--- config.mk ---
export PLATFORM = sky130hd
export DESIGN_NAME = maze_mover
export DESIGN_NICKNAME = d
export VERILOG_FILES = /design/src/rtl/maze_pkg.sv /design/src/rtl/sprite_fill.sv /design/src/rtl/maze_mover.sv
export SDC_FILE = /design/constraint.sdc
export NUM_CORES = 1
export LEC_CHECK = 0
export ABC_CLOCK_PERIOD_IN_PS = 8920
export CAP_MARGIN = 20
export CORE_MARGIN = 4
export CORE_UTILIZATION = 24
export DETAILED_ROUTE_END_ITERATION = 10
export GPL_ROUTABILITY_DRIVEN = 1
export GPL_TIMING_DRIVEN = 0
export SLEW_MARGIN = 0
export SYNTH_ARGS = -nofsm -noshare
export SYNTH_HDL_FRONTEND = slang
export SYNTH_SLANG_ARGS = --single-unit
--- constraint.sdc ---
create_clock -name clk -period 8.92 [get_ports clk]
set_input_delay 1.338 -clock clk [delete_from_list [all_inputs] [get_ports clk]]
set_output_delay 1.338 -clock clk [all_outputs]
set_load 0.05 [all_outputs]
--- src/rtl/maze_pkg.sv ---
// Shared definitions for maze sprites (player and ghost movers).
// Contents: one-hot direction constants ({down,right,up,left}, bit0 = left),
// the mover state enum, a direction reversal helper and a one-hot test.
package maze_pkg;

    localparam logic [3:0] DirNone  = 4'b0000;
    localparam logic [3:0] DirLeft  = 4'b0001;
    localparam logic [3:0] DirUp    = 4'b0010;
    localparam logic [3:0] DirRight = 4'b0100;
    localparam logic [3:0] DirDown  = 4'b1000;

    typedef enum logic [2:0] {
        StIni    = 3'd0,
        StRun    = 3'd1,
        StLookup = 3'd2,
        StDecide = 3'd3,
        StWin    = 3'd4,
        StLose   = 3'd5
    } state_e;

    // Opposite direction: left<->right, up<->down. Zero maps to zero.
    function automatic logic [3:0] reverse(input logic [3:0] d);
        return {d[1], d[0], d[3], d[2]};
    endfunction

    function automatic logic is_one_hot(input logic [3:0] d);
        return (d != 4'b0000) && ((d & (d - 4'd1)) == 4'b0000);
    endfunction

endpackage

--- src/rtl/sprite_fill.sv ---
// Sprite raster test: asserts fill when the raster position lies inside the
// (2*HALF+1)-pixel square centred on the sprite, and drives rgb accordingly.
// Ports: pos_x_i/pos_y_i sprite centre, h_count_i/v_count_i raster position,
//        bright_i visible-area flag, fill_o inside-sprite flag, rgb_o colour.
module sprite_fill
    import maze_pkg::*;
#(
    parameter int unsigned X_W   = 10,
    parameter int unsigned HALF  = 2,
    parameter logic [11:0] COLOR = 12'hFF0
) (
    input  logic [X_W-1:0] pos_x_i,
    input  logic [X_W-1:0] pos_y_i,
    input  logic [X_W-1:0] h_count_i,
    input  logic [X_W-1:0] v_count_i,
    input  logic           bright_i,
    output logic           fill_o,
    output logic [11:0]    rgb_o
);

    logic [X_W-1:0] dx;
    logic [X_W-1:0] dy;

    always_comb begin
        // Absolute distances without signed arithmetic.
        dx = (h_count_i >= pos_x_i) ? (h_count_i - pos_x_i) : (pos_x_i - h_count_i);
        dy = (v_count_i >= pos_y_i) ? (v_count_i - pos_y_i) : (pos_y_i - v_count_i);
        fill_o = (dx <= X_W'(HALF)) && (dy <= X_W'(HALF));
        rgb_o = 12'h000;
        if (bright_i && fill_o) begin
            rgb_o = COLOR;
        end
    end

endmodule

--- src/rtl/maze_mover.sv ---
// Maze sprite mover. On each move_tick the sprite reads the map cell under
// it (one-cycle latency), picks a direction from the pending request and the
// open exits, then steps SPEED pixels, wrapping horizontally in the tunnel.
// Ports: clk/reset_n clock and async active-low reset; start/ack game
//        control; win/lose game outcome; move_tick step strobe; dir_req
//        one-hot request; hCount/vCount/bright raster; map_rd/map_x/map_y/
//        map_data map read port; pos_x/pos_y/dir/moving sprite status;
//        fill/rgb pixel output; state encoded FSM state.
module maze_mover
    import maze_pkg::*;
#(
    parameter int unsigned X_W     = 10,
    parameter int unsigned SPEED   = 5,
    parameter int unsigned HALF    = 2,
    parameter int unsigned X_INI   = 300,
    parameter int unsigned Y_INI   = 300,
    parameter int unsigned XOFFSET = 24,
    parameter int unsigned YOFFSET = 130,
    parameter int unsigned X_MIN   = 0,
    parameter int unsigned X_MAX   = 635,
    parameter logic [11:0] COLOR   = 12'hFF0
) (
    input  logic           clk,
    input  logic           reset_n,
    input  logic           start,
    input  logic           ack,
    input  logic           win,
    input  logic           lose,
    input  logic           move_tick,
    input  logic           bright,
    input  logic [3:0]     dir_req,
    input  logic [X_W-1:0] hCount,
    input  logic [X_W-1:0] vCount,
    output logic           map_rd,
    output logic [X_W-1:0] map_x,
    output logic [X_W-1:0] map_y,
    input  logic [3:0]     map_data,
    output logic [X_W-1:0] pos_x,
    output logic [X_W-1:0] pos_y,
    output logic [3:0]     dir,
    output logic           moving,
    output logic           fill,
    output logic [11:0]    rgb,
    output logic [2:0]     state
);

    state_e         state_q, state_d;
    logic [X_W-1:0] pos_x_q, pos_x_d;
    logic [X_W-1:0] pos_y_q, pos_y_d;
    logic [3:0]     dir_q, dir_d;
    logic [3:0]     pending_q, pending_d;
    logic           map_rd_q, map_rd_d;
    logic [X_W-1:0] map_x_q, map_x_d;
    logic [X_W-1:0] map_y_q, map_y_d;
    logic [3:0]     new_dir;
    logic           active;

    always_comb begin
        state_d   = state_q;
        pos_x_d   = pos_x_q;
        pos_y_d   = pos_y_q;
        dir_d     = dir_q;
        pending_d = pending_q;
        map_rd_d  = 1'b0;
        map_x_d   = map_x_q;
        map_y_d   = map_y_q;
        new_dir   = dir_q;
        active    = (state_q == StRun) || (state_q == StLookup) || (state_q == StDecide);

        unique case (state_q)
            StIni: begin
                pos_x_d   = X_W'(X_INI);
                pos_y_d   = X_W'(Y_INI);
                dir_d     = DirNone;
                pending_d = DirNone;
                if (start) begin
                    state_d = StRun;
                end
            end
            StRun: begin
                if (move_tick) begin
                    state_d  = StLookup;
                    map_rd_d = 1'b1;
                    map_x_d  = pos_x_q + X_W'(XOFFSET);
                    map_y_d  = pos_y_q + X_W'(YOFFSET);
                end
            end
            StLookup: begin
                // map_data becomes valid during DECIDE.
                state_d = StDecide;
            end
            StDecide: begin
                state_d = StRun;
                if (map_data == 4'b0000) begin
                    // Corridor: only an about-turn is allowed.
                    if (pending_q == reverse(dir_q)) begin
                        new_dir   = pending_q;
                        pending_d = DirNone;
                    end
                end else if ((pending_q & map_data) != 4'b0000) begin
                    new_dir   = pending_q;
                    pending_d = DirNone;
                end else if ((dir_q & map_data) == 4'b0000) begin
                    new_dir = DirNone;
                end
                dir_d = new_dir;
                case (new_dir)
                    DirLeft: begin
                        pos_x_d = (pos_x_q == X_W'(X_MIN)) ? X_W'(X_MAX)
                                                           : pos_x_q - X_W'(SPEED);
                    end
                    DirRight: begin
                        pos_x_d = (pos_x_q == X_W'(X_MAX)) ? X_W'(X_MIN)
                                                           : pos_x_q + X_W'(SPEED);
                    end
                    DirUp:   pos_y_d = pos_y_q - X_W'(SPEED);
                    DirDown: pos_y_d = pos_y_q + X_W'(SPEED);
                    default: ;
                endcase
            end
            StWin, StLose: begin
                dir_d = DirNone;
                if (ack) begin
                    state_d   = StIni;
                    pos_x_d   = X_W'(X_INI);
                    pos_y_d   = X_W'(Y_INI);
                    pending_d = DirNone;
                end
            end
            default: state_d = StIni;
        endcase

        // Game outcome overrides everything and abandons any step in flight.
        if (active && (lose || win)) begin
            state_d   = lose ? StLose : StWin;
            pos_x_d   = pos_x_q;
            pos_y_d   = pos_y_q;
            dir_d     = DirNone;
            pending_d = pending_q;
            map_rd_d  = 1'b0;
        end

        // Latest one-hot request wins, including over a consume in DECIDE.
        if (active && is_one_hot(dir_req)) begin
            pending_d = dir_req;
        end
    end

    always_ff @(posedge clk or negedge reset_n) begin
        if (!reset_n) begin
            state_q   <= StIni;
            pos_x_q   <= X_W'(X_INI);
            pos_y_q   <= X_W'(Y_INI);
            dir_q     <= DirNone;
            pending_q <= DirNone;
            map_rd_q  <= 1'b0;
            map_x_q   <= '0;
            map_y_q   <= '0;
        end else begin
            state_q   <= state_d;
            pos_x_q   <= pos_x_d;
            pos_y_q   <= pos_y_d;
            dir_q     <= dir_d;
            pending_q <= pending_d;
            map_rd_q  <= map_rd_d;
            map_x_q   <= map_x_d;
            map_y_q   <= map_y_d;
        end
    end

    assign state  = state_q;
    assign pos_x  = pos_x_q;
    assign pos_y  = pos_y_q;
    assign dir    = dir_q;
    assign moving = (dir_q != DirNone);
    assign map_rd = map_rd_q;
    assign map_x  = map_x_q;
    assign map_y  = map_y_q;

    sprite_fill #(
        .X_W   (X_W),
        .HALF  (HALF),
        .COLOR (COLOR)
    ) u_sprite_fill (
        .pos_x_i   (pos_x_q),
        .pos_y_i   (pos_y_q),
        .h_count_i (hCount),
        .v_count_i (vCount),
        .bright_i  (bright),
        .fill_o    (fill),
        .rgb_o     (rgb)
    );

endmodule

# After elaboration in Yosys (flattened, before gate mapping)
# Cells that the tools add are included.
# totals
inputBits	36
regBits	52
elab_cells	107
out_inout_bits	62
# classes
mux	33
n_reduce_logical	26
n_addsub	11
eq_ne	21
magnitude_cmp	4
bitwise	4
# op_table
cell	n
$pmux W10 S3	2
$mux W10	5
$mux W4	12
$pmux W10 S2	2
$sub A10 B10 Y10	4
$add A10 B3 Y10 const B	2
$ge A10 B10 Y1	2
$le A10 B2 Y1 const B	2
$sub A10 B3 Y10 const B	2
$reduce_bool A4 Y1	4
$pmux W3 S5	1
$and A4 B4 Y4	3
$logic_not A4 Y1	3
$mux W12	1
$mux W3	4
$pmux W4 S3	1
$add A10 B5 Y10 const B	1
$add A10 B8 Y10 const B	1
$eq A10 B10 Y1 const B	1
$logic_not A10 Y1	1
$ne A3 B3 Y1 const B	3
$pmux W4 S2	1
$reduce_and A4 Y1	2
$eq A3 B2 Y1 const B	2
other kinds (25)	37

# Depth between registers and ports, before layout
# logic_depth
ltp_word	9
depth_mapped	16
ltp_nobuf	15

# Hierarchy
# Synthesis repeated with hierarchy kept, for this count alone.
# hier_totals
cells_unflattened	694
area_unflattened_um2	5555.3
# by_module_without_submodules
module	n_inst	seq_area_each_um2	area_per_inst_um2	cells_per_inst
maze_mover	1	1311.3	3453.3	393
sprite_fill	1	0.0	2102.0	301

# Least setup slack after synthesis
# OpenSTA, ideal clock, no wires.
# synth_timing
kind	input to output
from	input vCount[2]
to	output rgb[10]
cell_stages	12
required_ns	7.582
arrival_ns	6.954
n_path_buf	2
setup_slack_ns	0.628
cell_sequence	inv_1 -> ha_1 -> clkbuf_1 -> nor2b_1 -> o21ai_1 -> a31oi_1 -> o41ai_1 -> o2111ai_1 -> a211oi_1 -> a21oi_1 -> a2111oi_0 -> buf_4
# synth_between
elab_chain_len	6
word_cells_on_any_way	8
classes_between	2 x add/sub; 2 x order compare; 2 x mux; 2 x reduce/logical
# synth_lines
element	line_no	rtl
from (decl)	maze_mover.sv:33	input logic [X_W-1:0] vCount,
$sub A10 B10 Y10 or $ge A10 B10 Y1 (tied branches)	sprite_fill.sv:27	dy = (v_count_i >= pos_y_i) ? (v_count_i - pos_y_i) : (pos_y_i - v_count_i);
$mux W10 (*)	sprite_fill.sv:27	
$le A10 B2 Y1 (*)	sprite_fill.sv:28	fill_o = (dx <= X_W'(HALF)) && (dy <= X_W'(HALF));
$logic_and A1 B1 Y1 (*)	sprite_fill.sv:28	
$logic_and A1 B1 Y1 (*)	sprite_fill.sv:30	if (bright_i && fill_o) begin
$mux W12 (*)	sprite_fill.sv:30	
to (decl)	maze_mover.sv:43	output logic [11:0] rgb,
# Mark *: on every way between the ends. The rest lies on a longest branch, timed or not.

# Final worst setup path
# layout_timing
from	input vCount[2]
to	output rgb[8]
# The elaborated chain is that of the path after synthesis.

==> run metrics <==
status=completed; placer congestion estimate=0.854; Boundary Pins=98; YS warnings=0; Port Buffers=93; Synth top area share=20.0%; Period minus WS final=7300 ps; Cells after Synth=690; peak supply drop=0.000122 V; Fmax=0.137 GHz; Switch Pwr=0.537 mW; Critical Path RT=7580 ps; Inst Count DP=1073; Setup Buffers After CTS=0; quantity of gates resized following cts=0; via-per-instance ratio=4.90; mapped cell area=5500 sq um; period utilization=81.9%; Routed WL per cell=15.4 microns; Endpoint, Worst Hold=map_y[5]; fin cells=1081; Setup TNS Final=0 ps; fraction of layout cells with a size suffix above 1=6.16%; Flop pwr share=27.5%; Placed Area=6820 sq um; Area contributors post-synth=dfrtp_1 (20%), ha_1 (12%), o21ai_0 (4.9%); DRC=0; most frequent cells in the layout=clkdlybuf4s50_1 (92), o21ai_0 (54), nand2_1 (52), nor2_1 (52), ha_1 (52); cts hold-fix bufs=0; MaxCap Viol Count=0; r2r setup slk=4340 ps; effective utilization at floorplan=24.4%; R2R Path End=pos_y[9]; Die W=159 microns; final setup vio count=0; filler instances=2412; vias in the first global route=5118; final wirelength=16.7 mm; Final Skew=6.89 ps; Hold Fails Final Rpt=0; NumNets Final=888; TritonCTS clock tree=done; CTS sink cnt=52; Pins Over Slew Limit=0; min-delay src=map_y[5]; Syn Area/Cell=7.97 sq um; clock share of power=19.6%; #FFs+latches synth=52; area leader, netlist=dfrtp_1; Async SR Flop Fraction=100%; Yosys cell types=79; maximum buffer depth of the clock tree=2; worst setup margin=1620 ps; crit end category=primary output; PD cells=167 nW/um^2; Int Power=0.630 mW; Clk pin slew, worst setup/hold paths=70 ps; most common cell after layout, fill and taps aside=clkdlybuf4s50_1; WP data arrival=5960 ps; CP max FO=9; Vias=5294; RSZ-0062 raised after global routing=no; clock root buffer=clkbuf_16; H-tree depth=2; GRT Util Overall=12.8%; row cnt=55; Worst-Margin Slew=801 ps; switching part of the total=46.0%; crit path launch type=primary input; largest net degree at the start of global routing=35; Worst Hold Path Cells=2; WS Path Type=primary input to primary output; Post-synth EDFFs=0; ANT cells=0; initial DRC count=291; Clk Latency, worst-skew pair=300 ps; die height=159 microns; Final ANT Viol Nets=0; antenna violations before repair=0; Hold Crit Class=flip-flop to flip-flop; Critical R2R Launch=dir[0]; die area=25400 sq um; DP HPWL=13.1 mm; combinational power share=52.9%; worst r2r path cells=14; total CTS buffers=5; CP Launch Point=vCount[2]; cell area after layout=6980 sq um; leading register cell type out of synthesis=dfrtp_1; drt first pass iters=5; normalized max-slew margin=45.9%; Placement Setup Slack=1650 ps; area delta synth->final=27.1%; core box area=22600 sq um; global-route wire length before repair=27.0 mm; Leak Pwr=2.93 nW; sequential-to-total area share from yosys stat=23.9%; grt ovf=0
==> cell families after synthesis <==
kind of cell,after synthesis,share of synthesized area (%)
buffers and inverters,98,7.65
other,1,0.0682
AOI/OAI and AO/OA,211,25.9
and+or+nand+nor,218,20.0
muxes,16,3.03
xor gates and xnor gates,37,5.90
DFF,52,23.9
adders and majority gates,57,13.7
==> critical path, stage by stage <==
cell	delay, ps
clkdlybuf4s50_1	500
inv_1	60
ha_1	270
clkbuf_1	200
nor2b_1	180
o21ai_1	260
a31oi_1	160
o41ai_1	740
o2111ai_1	210
a211oi_1	260
a21oi_1	160
a2111oi_1	480
buf_2	250
buf_4	110
clkdlybuf4s50_1	790
==> state kept, by name (all words and copies together), names as in the netlist <==
register and flops:
pos_y 10, pending_q 4, map_rd 1, map_y 10, map_x 10, state 3, dir 4, pos_x 10
==> synthesized netlist by cell type, drive strengths merged, types with 3 or more instances <==
library cell / n
a31oi: 9
o41ai: 4
xnor2: 23
a22oi: 9
a211oi: 15
nor3: 25
or2: 4
o21a: 7
xor2: 14
a21o: 6
mux2i: 14
a21oi: 46
nor2: 52
a22o: 7
nand2: 52
buf: 16
nand3b: 3
o31a: 5
and2: 4
o22ai: 4
or3: 3
nand3: 20
fa: 5
a311oi: 3
nand4: 7
o211ai: 6
nor2b: 16
dfrtp: 44
dfstp: 8
nor4: 8
o31ai: 6
nand2b: 12
clkbuf: 30
ha: 52
inv: 51
o21ai: 62
==> per-layer routing <==
metal | wire [microns] | vias up | track usage (%) | share of wire, %
met1 | 8130 | 2463 | 18.1 | 49
met2 | 7450 | 139 | 20.2 | 45
met3 | 805 | 21 | 2.36 | 4.8
li1 | - | 2671 | - | -
met5 | 0 | - | 0 | 0
met4 | 270 | 0 | 3.35 | 1.6
==> per-stage QoR <==
stage                     util [%]  hold WS (ps)  power [mW]
final                         30.9           477        1.17
after global routing          30.9           504        1.25
after CTS                     30.9           488        1.18
after detailed placement      30.2           472       0.945
after global placement        30.1           464       0.941
after floorplan                  -           545       0.745
==> power groups by stage <==
stage               clock (mW)  sequential (mW)  combinational (mW)
global placement             0            0.326               0.615
global route             0.247            0.328               0.674
floorplan                    0            0.444               0.301
finish                   0.228            0.321               0.618
CTS                      0.240            0.322               0.622
detailed placement           0            0.326               0.619
==> how the worst max path moves through the flow <==
| stage | end |
|---|---|
| 2_1_floorplan | rgb[10] |
| 3_3_place_gp | rgb[11] |
| 3_5_place_dp | rgb[6] |
| 4_1_cts | rgb[6] |
| 5_1_grt | rgb[9] |
| 6_report | rgb[8] |
==> final cells by class <==
type,instances,area [sq um],share of cell area (%)
plain buffers,46,225,3.22
clock buffers,6,129,1.85
clock inverters,2,38.8,0.555
inverters,52,195,2.79
multi-input cells,543,3780,54.1
flip-flops and latches,52,1310,18.8
well taps,285,357,5.11
repair buffers,95,951,13.6
(Power assumes the default switching activity.)
